`src/rtl/div_seq.sv`:
```
// Sequential unsigned restoring divider: one quotient bit per clock.
// Q/R/div_zero are registered and change only on completion or reset.
module div_seq #(
  parameter int unsigned M = 4
) (
  input  logic         clk,
  input  logic         rst_n,
  input  logic         start,
  input  logic [M-1:0] A,
  input  logic [M-1:0] B,
  output logic [M-1:0] Q,
  output logic [M-1:0] R,
  output logic         busy,
  output logic         done,
  output logic         div_zero
);

  localparam int unsigned CntW = $clog2(M + 1);

  typedef enum logic [1:0] {StIdle, StRun, StDone} state_e;

  state_e          state_q, state_d;
  logic [M-1:0]    dvd_q, dvd_d;
  logic [M-1:0]    dvs_q, dvs_d;
  logic [M-1:0]    rem_q, rem_d;
  logic [CntW-1:0] cnt_q, cnt_d;
  logic [M-1:0]    q_q, q_d;
  logic [M-1:0]    r_q, r_d;
  logic            dz_q, dz_d;

  // Partial remainder with carry bit so divisors above 2^(M-1) cannot overflow.
  logic [M:0]      trial;
  logic            fits;
  logic [M-1:0]    rem_next;
  logic [M-1:0]    dvd_next;

  always_comb begin
    trial    = {rem_q, dvd_q[M-1]};
    fits     = (trial >= {1'b0, dvs_q});
    rem_next = fits ? (trial[M-1:0] - dvs_q) : trial[M-1:0];
    dvd_next = {dvd_q[M-2:0], fits};
  end

  always_comb begin
    state_d = state_q;
    dvd_d   = dvd_q;
    dvs_d   = dvs_q;
    rem_d   = rem_q;
    cnt_d   = cnt_q;
    q_d     = q_q;
    r_d     = r_q;
    dz_d    = dz_q;
    unique case (state_q)
      StIdle, StDone: begin
        state_d = StIdle;
        if (start) begin
          if (B != '0) begin
            dvd_d   = A;
            dvs_d   = B;
            rem_d   = '0;
            cnt_d   = '0;
            state_d = StRun;
          end else begin
            q_d     = '1;
            r_d     = A;
            dz_d    = 1'b1;
            state_d = StDone;
          end
        end
      end
      StRun: begin
        dvd_d = dvd_next;
        rem_d = rem_next;
        cnt_d = cnt_q + CntW'(1);
        if (cnt_q == CntW'(M - 1)) begin
          q_d     = dvd_next;
          r_d     = rem_next;
          dz_d    = 1'b0;
          state_d = StDone;
        end
      end
      default: state_d = StIdle;
    endcase
  end

  always_ff @(posedge clk or negedge rst_n) begin
    if (!rst_n) begin
      state_q <= StIdle;
      dvd_q   <= '0;
      dvs_q   <= '0;
      rem_q   <= '0;
      cnt_q   <= '0;
      q_q     <= '0;
      r_q     <= '0;
      dz_q    <= 1'b0;
    end else begin
      state_q <= state_d;
      dvd_q   <= dvd_d;
      dvs_q   <= dvs_d;
      rem_q   <= rem_d;
      cnt_q   <= cnt_d;
      q_q     <= q_d;
      r_q     <= r_d;
      dz_q    <= dz_d;
    end
  end

  assign Q        = q_q;
  assign R        = r_q;
  assign div_zero = dz_q;
  assign busy     = (state_q == StRun);
  assign done     = (state_q == StDone);

endmodule

```
`config.mk`:
```
export PLATFORM = sky130hd
export DESIGN_NAME = div_seq
export DESIGN_NICKNAME = d
export VERILOG_FILES = /design/src/rtl/div_seq.sv
export SDC_FILE = /design/constraint.sdc
export NUM_CORES = 1
export LEC_CHECK = 0
export CAP_MARGIN = 20
export CORE_UTILIZATION = 56
export DETAILED_ROUTE_END_ITERATION = 7
export PLACE_DENSITY = 0.94
export SYNTH_ARGS = -nofsm -noshare
export SYNTH_HDL_FRONTEND = slang
export SYNTH_SLANG_ARGS = --single-unit
export TNS_END_PERCENT = 100
```
`constraint.sdc`:
```
create_clock -name clk -period 3.65 [get_ports clk]
set_input_delay 1.095 -clock clk [delete_from_list [all_inputs] [get_ports clk]]
set_output_delay 1.095 -clock clk [all_outputs]
set_load 0.005 [all_outputs]
```
Yosys cells after proc, flatten, opt, wreduce, memory -nomap -nowiden
Cells that the tools add are included.

Memories kept: 0. Bits in read-only memories: 0. Bits in writable memories: 0. Word-level logic and storage cells: 51. Latch bits: 0. Bits of input ports: 11. Register bits after elaboration: 26.

Eq/ne operators: 7. Muxes and demuxes: 26. Multiply operators: 0. Div/mod/pow operators: 0. Bitwise gates (word level): 0. Reductions and logical operators: 7. $lt $le $gt $ge: 1. Add/subtract/negate cells: 2. Shift-type cells: 0.

Operator list (number): 4-bit 2-to-1 mux (11); 4-bit case mux with 2 select lines (4); 2-bit 2-to-1 mux (3); 3-bit 2-to-1 mux (2); 2-bit != test, second input constant (3); 3-bit case mux with 2 select lines (1); 3-bit AND reduction (2); 5-bit by 4-bit >= comparator with 1-bit output (1); 2-bit case mux with 2 select lines (1); 4-bit AND reduction (1); 4-bit nonzero test (1); 4-bit subtractor (1); 3-bit by 1-bit adder with 3-bit output, second input constant (1); 3-bit by 2-bit equality test with 1-bit output, second input constant (1); 1-bit 2-to-1 mux (3); 2-bit by 1-bit equality test with 1-bit output, second input constant (1); 2-bit equality test, second input constant (1); 2-bit zero test (1); 2-bit by 1-bit != test with 1-bit output, second input constant (1); 1-bit case mux with 2 select lines (1); 2-bit nonzero test (1); 2-bit OR reduction (1).

Longest topological paths before layout
Depth after elaboration: 4. Gate-level depth with buffers: 7. Mapped depth without buffers: 7.

Worst setup path after synthesis
Ideal clock, no wire load.

Kind: input-to-reg. Start: in B[1]. End: reg dvd_q[0]. Required time: 3.511 ns. Library setup time: 0.139 ns. Path slack: 1.545 ns. Arrival time: 1.966 ns. Path buffers: 0. Cell stages on the path: 5. Path through: nor4_4 > nor3b_4 > mux2_1 > nor2_1 > a21oi_1.

Cells in the longest elaborated chain, start to end: 3.

RTL lines: from (decl) (line 10) `input logic [M-1:0] B,`; 4-bit nonzero test (line 57) `if (B != '0) begin`; 2-bit != test (no line); 3-bit AND reduction (no line); to (signal assigned) (line 98) `dvd_q <= dvd_d;`; to (decl) (line 23) `logic [M-1:0] dvd_q, dvd_d;`.

No other way between the ends. A chain may end at the register's enable or synchronous reset.

Worst setup path in the final report
Start: reg state_q[0]. End: out busy.

Cells in the longest elaborated chain, start to end: 1.

RTL lines: from (decl) (line 22) `state_e state_q, state_d;`; from (signal assigned) (line 88) `state_q <= StIdle;`; from (signal assigned) (line 97) `state_q <= state_d;`; 2-bit by 1-bit equality test with 1-bit output (line 111) `assign busy = (state_q == StRun);`; to (decl) (line 13) `output logic busy,`.

No other way between the ends.

==> flow_summary.json <==
{
  "status": "finished, final reports clean",
  "grt_first_pass_wirelength_mm": 5.14,
  "place_inst": 176,
  "fin_area_mm2": 0.00163,
  "synth_warnings": 0,
  "vias": 1081,
  "cp_data_arrival_time_ns": 2.02,
  "firstDrtPassIters": 4,
  "p_seq_share_pct": 33.6,
  "tns_ns": 0,
  "cts_tree": "built",
  "p_leak_nw": 0.698,
  "path_delay_family": "buffers and inverters",
  "htree_levels": 1,
  "tightest_slew_ns": 0.668,
  "clock-sinks": 26,
  "min_path_type": "reg -> reg",
  "dieArea_mm2": 0.00263,
  "max_cap_violations": 0,
  "core_area_mm2": 0.00225,
  "nNetsFinal": 171,
  "drt.antenna.violating_nets": 0,
  "timing.final.crit_share_pct": 85.4,
  "path_clk_slew_ns": 0.15,
  "synth_cell_types": 39,
  "critPathMaxStageDelay_ns": 0.56,
  "diodes": 0,
  "grt_max_degree": 27,
  "fp.dieW_um": 51.2,
  "area_growth_pct": 19.8,
  "syn-num-nets": 148,
  "fin_ws_ns": 0.533,
  "clk_latency_ns": 0.34,
  "drive_above_1_share_pct": 15.1,
  "ys_ff_latch": 26,
  "grt-ovfl-total": 0,
  "synthCells": 130,
  "r2r_cells": 7,
  "grt_usage_pct": 27.3,
  "final_core_util_pct": 72.1,
  "finalPower_mw": 1.57,
  "cts_buffers": 3,
  "rows": 17,
  "cts_resized": 0,
  "setup_violations": 0,
  "switching_share_pct": 40.9,
  "whs_ns": 0.506,
  "initial_utilization_pct": 60.2,
  "root_buffer": "clkbuf_4",
  "die_h_um": 51.2,
  "rsz0062_at_grt": "no",
  "start_kind": "register",
  "critPathKind": "reg -> out",
  "fin_cells": 180,
  "drt_first_iter_violations": 18,
  "dp_slack_ns": 0.714,
  "synth.avg_cell_area_um2": 10.4,
  "critPathSlowestCell": "clkdlybuf4s50_1",
  "drt_wl_total_mm": 2.97,
  "p_int_mw": 0.931,
  "hold_viol_final": 0,
  "synthArstFlopShare_pct": 100,
  "grt_pass1_vias": 1091,
  "fmax_mhz": 321,
  "cts_setup_buffers": 0,
  "cp.required_ns": 2.55,
  "via_per_inst": 6.01,
  "avgRoutedWirePerCell_um": 16.5,
  "crit_buf_inv": 2,
  "min_period_ns": 3.12,
  "routabilityCongestion": 0.896,
  "netlist_area_mm2": 0.00136,
  "ys.flop_type": "dfrtp_1",
  "crit_cells": 3,
  "slew_viol_final": 0,
  "relSlewSlack_pct": 55.4,
  "whs_path_depth": 1,
  "drc": 0,
  "p_per_area_mw_per_mm2": 968,
  "antenna_found_initial": 0,
  "clock_skew_ns": 0.0131,
  "ios": 22,
  "hold_buffers": 0,
  "ys_seq_area_share_pct": 47.9,
  "path_cells": "nand2b_1 > inv_2 > clkdlybuf4s50_1",
  "cts_max_path_buffers": 2,
  "synth-edff-count": 0,
  "cp-end-kind": "output port",
  "p_sw_mw": 0.644,
  "path_max_fanout": 19,
  "port-buffer-count": 21,
  "vdd_drop_max_uv": 582,
  "p_clk_share_pct": 12.8,
  "place_hpwl_mm": 2.12,
  "place_area_mm2": 0.00157,
  "combPwrFrac_pct": 53.7
}
[synth_stat cells, types with 2 or more instances]
library cell  number  area, µm²
nor2b_1            2       12.5
inv_1              6       22.5
a21oi_1            2       10.0
o22a_2             2       20.0
dfrtp_1           26        651
ha_1               6       75.1
a41oi_2            2       32.5
nand2_1           25       93.8
nand3_1            6       30.0
nor2_1             6       22.5
mux2_2             2       22.5
o21ai_0           11       55.1
nor3_1             2       10.0
a31oi_2            2       25.0
or3_1              2       12.5
nand2b_1           2       12.5
nor2_2             2       12.5
mux2i_1            3       30.0
[final cells by class]
class / count / area (µm²)
flip-flops and latches: 26 / 651
multi-input cells: 93 / 644
fillers: 147 / 628
repair buffers: 22 / 218
well taps: 28 / 35.0
clock inverters: 1 / 30.0
inverters: 7 / 26.3
clock buffers: 3 / 22.5
[logic make-up (layout without fill, tap and decap cells)]
family          after synthesis  count (layout)  share of synthesized area, %
xor+xnor                      1               1                         0.645
mux                           6               6                          4.70
buf+inv                      11              33                          4.61
fa+ha+maj                     7               7                          7.00
flops                        26              26                          47.9
compound gates               25              25                          13.8
simple gates                 54              54                          21.3
[state kept, by name, indices dropped and copies added (netlist names)]
| name | cells |
|---|---|
| Q | 4 |
| R | 4 |
| cnt_q | 3 |
| div_zero | 1 |
| dvd_q | 4 |
| dvs_q | 4 |
| rem_q | 4 |
| state_q | 2 |
[layer usage]
| layer | up-vias | GRT usage, % | part of all wire [%] |
|---|---|---|---|
| met5 | - | 0 | 0 |
| met4 | 0 | 10.8 | 2.0 |
| met3 | 7 | 3.27 | 3.8 |
| met2 | 31 | 48.0 | 53 |
| met1 | 546 | 33.9 | 41 |
| li1 | 497 | - | - |
[power by group through the flow]
stage | clock (mW) | combinational, mW | sequential [mW]
2_1_floorplan | 0 | 0.590 | 0.512
3_3_place_gp | 0 | 0.784 | 0.522
3_5_place_dp | 0 | 0.826 | 0.532
5_1_grt | 0.214 | 0.936 | 0.546
4_1_cts | 0.201 | 0.844 | 0.528
6_report | 0.201 | 0.845 | 0.529
[cells in the final DEF (no fill, tap or decap), drive strengths merged, types with 2 or more instances in the layout]
| master | Yosys | routed |
|---|---|---|
| mux2 | 3 | 3 |
| nor2b | 2 | 2 |
| o21ai | 12 | 12 |
| clkdlybuf4s50 | 0 | 21 |
| a21oi | 3 | 3 |
| nand2 | 27 | 27 |
| mux2i | 3 | 3 |
| nand2b | 2 | 2 |
| a41oi | 2 | 2 |
| nor3 | 2 | 2 |
| clkbuf | 0 | 3 |
| inv | 7 | 7 |
| nor2 | 8 | 8 |
| ha | 6 | 6 |
| or3 | 2 | 2 |
| nand3 | 6 | 6 |
| a31oi | 2 | 2 |
| o22a | 2 | 2 |
| dfrtp | 26 | 26 |
[worst register-to-register path: stages (launching register included)]
cell      delay, ns
dfrtp_1        0.40
inv_1          0.05
ha_1           0.30
nand2b_1       0.14
a21oi_1        0.19
a22o_2         0.26
mux2_2         0.39
a31oi_2        0.13
[final timing paths]
check	start	endpoint	slack, ns
setup / recovery	state_q[0]	busy	0.53
hold / removal	Q[1]	Q[1]	0.51
setup reg to reg	dvd_q[3]	R[2]	1.70
hold reg to reg	Q[1]	Q[1]	0.51
max in group asynchronous	rst_n	dvs_q[1]	2.30
min in group asynchronous	rst_n	Q[3]	1.09
Note: power is estimated with default switching activity, not from simulation.
